File: src/rtl/ex_wb_writeback.sv
// FPU EX/WB retirement stage: in-order result queue draining to the register-file
// write port, with the producer side of operand forwarding and the hazard stall.
module ex_wb_writeback #(
  parameter int DSIZE = 32,
  parameter int ASIZE = 5,
  parameter int DEPTH = 2
) (
  input  logic                     clk,
  input  logic                     rst,
  input  logic                     ex_valid,
  output logic                     ex_ready,
  input  logic                     ex_wen,
  input  logic [ASIZE-1:0]         ex_rd_addr,
  input  logic [DSIZE-1:0]         ex_result,
  output logic                     rf_we,
  output logic [ASIZE-1:0]         rf_waddr,
  output logic [DSIZE-1:0]         rf_wdata,
  input  logic                     rf_grant,
  output logic [ASIZE-1:0]         EX_WB_RDAddr,
  output logic [DSIZE-1:0]         FromEX,
  output logic                     fwd_valid,
  input  logic [ASIZE-1:0]         RLAddr,
  input  logic [ASIZE-1:0]         RRAddr,
  output logic                     hazard_stall,
  output logic [$clog2(DEPTH):0]   occupancy
);

  localparam int PW = $clog2(DEPTH);
  localparam int CW = PW + 1;

  logic             r_wen  [DEPTH];
  logic [ASIZE-1:0] r_addr [DEPTH];
  logic [DSIZE-1:0] r_data [DEPTH];
  logic [PW-1:0]    r_head;
  logic [PW-1:0]    r_tail;
  logic [CW-1:0]    r_count;

  logic             w_push;
  logic             w_pop;
  logic [PW-1:0]    w_idx [DEPTH];
  logic [DEPTH-1:0] w_live;
  logic             w_fv;
  logic [ASIZE-1:0] w_fa;
  logic [DSIZE-1:0] w_fd;
  logic             w_hit_l;
  logic             w_hit_r;

  assign ex_ready = !rst && (r_count < CW'(DEPTH));
  assign w_push   = ex_valid && ex_ready;
  // A wen=0 head retires without waiting for the register file.
  assign w_pop    = (r_count != CW'(0)) && (!r_wen[r_head] || rf_grant);

  // Slot g is the g-th oldest entry; live means it is occupied and writes the RF.
  for (genvar g = 0; g < DEPTH; g++) begin : g_slot
    assign w_idx[g]  = r_head + PW'(g);
    assign w_live[g] = (CW'(g) < r_count) && r_wen[w_idx[g]];
  end

  // Queue storage, pointers and occupancy.
  always_ff @(posedge clk) begin
    if (rst) begin
      r_head  <= PW'(0);
      r_tail  <= PW'(0);
      r_count <= CW'(0);
      for (int i = 0; i < DEPTH; i++) begin
        r_wen[i]  <= 1'b0;
        r_addr[i] <= ASIZE'(0);
        r_data[i] <= DSIZE'(0);
      end
    end else begin
      if (w_push) begin
        r_wen[r_tail]  <= ex_wen;
        r_addr[r_tail] <= ex_rd_addr;
        r_data[r_tail] <= ex_result;
        r_tail         <= r_tail + PW'(1);
      end
      if (w_pop) begin
        r_head <= r_head + PW'(1);
      end
      case ({w_push, w_pop})
        2'b10:   r_count <= r_count + CW'(1);
        2'b01:   r_count <= r_count - CW'(1);
        default: r_count <= r_count;
      endcase
    end
  end

  // Oldest-to-youngest scan so the youngest writer ends up on the forward bus.
  always_comb begin
    w_fv    = 1'b0;
    w_fa    = ASIZE'(0);
    w_fd    = DSIZE'(0);
    w_hit_l = 1'b0;
    w_hit_r = 1'b0;
    for (int i = 0; i < DEPTH; i++) begin
      w_fv    = w_fv | w_live[i];
      w_fa    = w_live[i] ? r_addr[w_idx[i]] : w_fa;
      w_fd    = w_live[i] ? r_data[w_idx[i]] : w_fd;
      w_hit_l = w_hit_l | (w_live[i] && (r_addr[w_idx[i]] == RLAddr));
      w_hit_r = w_hit_r | (w_live[i] && (r_addr[w_idx[i]] == RRAddr));
    end
  end

  // rf_we is masked during reset so no write completes on the clearing edge.
  assign rf_we        = !rst && (r_count != CW'(0)) && r_wen[r_head];
  assign rf_waddr     = rf_we ? r_addr[r_head] : ASIZE'(0);
  assign rf_wdata     = rf_we ? r_data[r_head] : DSIZE'(0);
  assign fwd_valid    = w_fv;
  assign EX_WB_RDAddr = w_fa;
  assign FromEX       = w_fd;
  // An older writer to the youngest forwarded address is shadowed, so it never stalls.
  assign hazard_stall = (w_hit_l && (RLAddr != w_fa)) || (w_hit_r && (RRAddr != w_fa));
  assign occupancy    = r_count;

endmodule

File: config.mk
export PLATFORM = sky130hd
export DESIGN_NAME = ex_wb_writeback
export DESIGN_NICKNAME = d
export VERILOG_FILES = /design/src/rtl/ex_wb_writeback.sv
export SDC_FILE = /design/constraint.sdc
export NUM_CORES = 1
export LEC_CHECK = 0
export BUFFER_PORTS_ARGS = -buffer_cell sky130_fd_sc_hd__buf_4
export CAP_MARGIN = 30
export CORE_MARGIN = 2
export CORE_UTILIZATION = 47
export DETAILED_ROUTE_END_ITERATION = 8
export GPL_TIMING_DRIVEN = 0
export PLACE_DENSITY_LB_ADDON = 0.05
export REMOVE_ABC_BUFFERS = 1
export SETUP_SLACK_MARGIN = 0.3
export SYNTH_ARGS = -nofsm -noshare
export SYNTH_HDL_FRONTEND = slang
export SYNTH_SLANG_ARGS = --single-unit
export TNS_END_PERCENT = 100
File: constraint.sdc
create_clock -name clk -period 2.5 [get_ports clk]
set_clock_uncertainty 0.2 [all_clocks]
set_input_delay 0.125 -clock clk [delete_from_list [all_inputs] [get_ports clk]]
set_output_delay 0.125 -clock clk [all_outputs]
set_load 0.05 [all_outputs]
== Word-level counts from Yosys, hierarchy flattened ==
Memory sizes are Yosys's and may differ from the RTL's. A register that Yosys moved wholly into a read port is not among the register bits.
Index checks and enable logic that the tools add are counted.
Operators by class
  reductions and logical operators: 22
  magnitude comparators: 3
  equality and inequality tests: 8
  bitwise logic cells: 3
  $add $sub $neg: 4
  mux-type cells: 27
Operators by type and width (count)
  2-to-1 mux 32 bit: 4
  OR reduction 32 bit: 1
  equality test 5 bit: 4
  2-to-1 mux 5 bit: 4
  2-to-1 mux 1 bit: 18
  logical AND 1 bit: 13
  != test 5 bit: 2
  OR reduction 5 bit: 1
  < comparator 1 x 2 -> 1 bit, first input constant: 2
  case mux 2 bit (2 select lines): 1
  nonzero test 2 bit: 2
  OR 1 bit: 3
  adder 1 bit, second input constant: 2
  adder 2 x 1 -> 2 bit, second input constant: 1
  equality test 2 x 1 -> 1 bit, second input constant: 1
  equality test 2 bit, second input constant: 1
  logical NOT 1 bit: 2
  logical OR 1 bit: 2
  < comparator 2 bit, second input constant: 1
  subtractor 2 x 1 -> 2 bit, second input constant: 1
  OR reduction 1 bit: 1
Storage, ports and cells
  bits in registers: 4
  logic and storage cells: 73
  output and inout port bits: 80
  RAM bits: 76
  bits of input ports: 52
  memories: 3
Memory list
  r_data: depth 2, bits a word 32, read ports 2, clocked after Yosys merged registers in 1, wr ports 2, RTL line 33  | logic [DSIZE-1:0] r_data [DEPTH];
  r_addr: depth 2, bits a word 5, read ports 2, clocked after Yosys merged registers in 1, wr ports 2, RTL line 32  | logic [ASIZE-1:0] r_addr [DEPTH];
  r_wen: depth 2, bits a word 1, read ports 2, clocked after Yosys merged registers in 1, wr ports 2, RTL line 31  | logic r_wen [DEPTH];

== Depth between registers and ports, before layout ==
  depth after elaboration: 8
  depth in mapped cells: 9
  depth with buffers taken out: 8

== Worst setup path after synthesis ==
No wires, ideal clock.
  kind: register -> output
  start: reg r_count[1], in the netlist occupancy[1]
  end: out hazard_stall
  data arrival time: 2.804 ns
  cell stages (with the launch flop): 10
  data required time: 2.175 ns
  buffers on the path: 1
  setup slack: -0.629 ns
  cells stage by stage: dfxtp_1 -> inv_1 -> ha_1 -> nor2b_1 -> clkbuf_1 -> nand3b_1 -> and3_1 -> or4_1 -> o41ai_1 -> o21ai_1
On the way
  longest elaborated chain between the ends: 7
  elaborated cells on any way between the ends: 17
  those cells by class: 2 x order compare; 2 x eq/ne; 2 x mux; 2 x bitwise; 9 x reduce/logical
RTL lines
  from (decl): RTL line 36  | logic [CW-1:0] r_count;
  from (signal assigned): RTL line 81  | 2'b10: r_count <= r_count + CW'(1);
  from (signal assigned): RTL line 82  | 2'b01: r_count <= r_count - CW'(1);
  from (signal assigned): RTL line 83  | default: r_count <= r_count;
  < comparator 1 x 2 -> 1 bit: RTL line 56  | assign w_live[g] = (CW'(g) < r_count) && r_wen[w_idx[g]];
  logical AND 1 bit: RTL line 56
  2-to-1 mux 5 bit (2 in series): RTL line 97  | w_fa = w_live[i] ? r_addr[w_idx[i]] : w_fa;
  != test 5 bit: RTL line 112  | assign hazard_stall = (w_hit_l && (RLAddr != w_fa)) || (w_hit_r && (RRAddr != w_fa));
  logical AND 1 bit: RTL line 112
  logical OR 1 bit *: RTL line 112
  to (decl): RTL line 24  | output logic hazard_stall,
Every way passes the cells marked *; elsewhere a longest branch is shown, timed or not.

==> metrics <==
clk slew on worst S/H paths about 0.080 ns; Final Hold Fails 0; initial antenna violation count 0; final instance area between 0.007 and 0.008 mm^2; Post-Place Setup Slack -0.8164 ns; Worst path slowest cell or4_4; Die Footprint about 0.010 mm^2; worst-margin pin slew ~0.58 ns; R2R Path Start occupancy[1]; Post-DP HPWL 7537 um; Clock Tree Buf Depth 2; synthesized flop and latch total 81; drt wl/cell 19.46 um; clk_lat worst skew around 0.35 ns; initial cell density of the core approximately 49%; # port buffers around 130; Reg2Reg Depth 5; largest net degree at the start of global routing 25; Reg area between 0.002 and 0.0025 mm^2; CP Class reg2out; maximum clock frequency 339.6 MHz; Final GP Congestion slightly above 0.8; share of layout cells above drive strength 1 between 40% and 50%; Core Box Area 0.009328 mm^2; crit path capture type output port; Worst setup SP type flip-flop; fin crit period a little under 3 ns; Tcrit/Tclk final 117.8%; r2r endpoint r_data[1][0]; DRC 0; Worst EP required 2.17 ns; grt ovf 0; H-tree level count 3; final wirelength roughly 14000 um; Fillers between 500 and 600; worst min path class in2reg; DRT iter0 DRCs around 130; CTS tree yes; Leak about 3 nW; synthesized area per cell 11.33 um^2; hold_sp rst; Reg2Reg Setup Slack about 0.28 ns; max-slew violations 0; RSZ-0062 raised after global routing yes; first-pass GRT wire length roughly 20000 um; Ys Warns 0; CP max stage delay between 0.5 and 0.6 ns; Cells after Synth 401; setup ws final -0.4450 ns; vias in the first global route 4060; Die Span X between 100 and 150 um; worst vdd ir around 490 uV; Util after Layout ~81%; Crit Path Max Fanout 5; Setup violations, final 33; crit path DAT ~2.6 ns; status finished, violations left; clk sinks 81; Ant. Diodes 0; Via density roughly 5.4; num rows 35; DR vias 4013; most common flop cell mapped by yosys edfxtp_1; number of flops mapped to enable cells by yosys 76; hold depth 2; max_cap viols 0; I/O pin count approximately 130; Seq/Total Area, Yosys 52.45%; area grow syn2layout 66.28%; Clock Tree Root clkbuf_8; Final Net Count 658; Total GRT Usage approximately 26%; CP cell instances mux2_4 -> a221o_1 -> and3_1 -> or4_4 -> o41ai_2 -> o21ai_1 -> buf_6; Detail Route Antenna Nets 0; Pwr per Cell Area about 890 mW/mm^2; first-pass detailed-route iteration total 5; Hold EP r_data[0][18]; Post-DP Area between 0.005 and 0.006 mm^2; Num CTS Buffers 9; failing checks setup timing; CP startpoint r_wen[1]; Syn Std Cell Area about 0.0045 mm^2; asr flop ratio synth 0%; multi-input logic area 0.002546 mm^2; relative max-transition margin between 50% and 60%; Die Span Y between 100 and 150 um; synth unique cells 37
==> layout by cell type (no fill, tap or decap), types with 17 or more instances in the layout <==
| cell | netlist | final |
|---|---|---|
| buf_6 | 1 | 30 |
| buf_8 | 0 | 36 |
| a22o_1 | 32 | 32 |
| nor2_4 | 0 | 38 |
| dlygate4sd3_1 | 0 | 40 |
| and2_1 | 76 | 76 |
| buf_4 | 0 | 94 |
| xor2_1 | 17 | 17 |
| mux2i_1 | 43 | 39 |
| edfxtp_1 | 76 | 76 |
==> cell usage after synthesis, types with 2 or more instances <==
cell type   n  share of area [%]
and2_1     76                 10
xnor2_1    13                2.5
xor2_1     17                3.3
inv_1       7               0.58
or2_2       2               0.28
nor4_1      2               0.28
o21ai_1     2               0.22
edfxtp_1   76                 50
nand3_1     5               0.55
nand2_1     6               0.50
nand3b_1    6               0.99
ha_1        3               0.83
clkbuf_1   19                1.6
dfxtp_1     5                2.2
or3_1       2               0.28
mux2i_1    43                9.5
or4_1       2               0.33
a221o_1     4               0.88
nor2_1     47                3.9
a22o_1     32                6.2
o21a_1      2               0.33
buf_1       6               0.50
nand4_1     3               0.41
a21oi_1     4               0.44
and3_1      5               0.69
==> worst max path at each step <==
stage	endpoint	slack (ns)	cells after the start
6_report	hazard_stall	-0.44	7
5_1_grt	hazard_stall	-0.54	8
4_1_cts	hazard_stall	-0.42	8
3_3_place_gp	FromEX[13]	-3.80	6
2_1_floorplan	FromEX[0]	-1.88	5
3_5_place_dp	hazard_stall	-0.82	8
==> critical path, delay by kind of cell (launching register included) <==
family                 cells  cell delay, ns
AOI/OAI and AO/OA          3            0.71
and+or+nand+nor            2            0.67
DFF                        1            0.41
muxes                      1            0.32
buffers and inverters      1            0.17
==> sequential cells by signal (all words and copies together), names as in the netlist, named ones only <==
signal	flops
r_wen	2
r_head	1
r_data	64
r_addr	10
r_tail	1
occupancy	2
==> power by group <==
| group | total [mW] | switching, mW | internal, mW |
|---|---|---|---|
| Combinational | 3.98 | 2.35 | 1.62 |
| Sequential | 1.82 | 0.125 | 1.70 |
| Clock | 0.950 | 0.489 | 0.462 |
| Total | 6.75 | 2.97 | 3.78 |
==> kinds of logic (layout without fill, tap and decap cells) <==
group	after synthesis	in the layout	synth area share, %
XOR/XNOR	30	30	5.785
adder cells (fa/ha/maj)	3	3	0.8265
buffers and inverters	34	233	3.003
AND/OR/NAND/NOR	158	166	18.90
flip-flops	81	81	52.45
AO/OA/AOI/OAI	50	50	8.981
multiplexers	45	45	10.05
==> stage by stage <==
stage | hold slack [ns] | std cells | TNS [ns] | power (mW)
finish | 0.09996 | 737 | -2.064 | 6.749
global route | 0.09583 | 737 | -4.603 | 7.005
global placement | 0.1555 | 634 | -320.33 | 4.529
detailed placement | 0.1564 | 641 | -46.99 | 4.676
CTS | 0.08006 | 722 | -9.823 | 6.288
floorplan | -0.002617 | 374 | -195.10 | 3.761
==> final cells by class <==
type | count | share of cell area, %
Sequential cell | 81 | 31.74
Multi-Input combinational cell | 294 | 33.71
Clock buffer | 9 | 1.640
Tap cell | 129 | 2.137
Timing Repair Buffer | 210 | 29.46
Inverter | 7 | 0.3810
Clock inverter | 7 | 0.9278
==> metal layers <==
layer,part of all wire [%],wire [um],global-route usage (%),up-vias
met5,0,0,0,-
met4,1.7,238,7.897,0
met3,6.1,876,5.472,17
met2,53,7607,46.66,157
met1,39,5621,31.37,1979
li1,-,-,-,1860
==> repair_timing <==
item                       4_1_cts  5_1_grt
hold buffers                    40        0
hold endpoints to repair        81        0
gates cloned                     8        3
buffers inserted                17       12
resized for setup              152       70
pin swaps                       49       10
setup endpoints to repair      157      135
No activity file was read; power rests on OpenSTA's default activity.
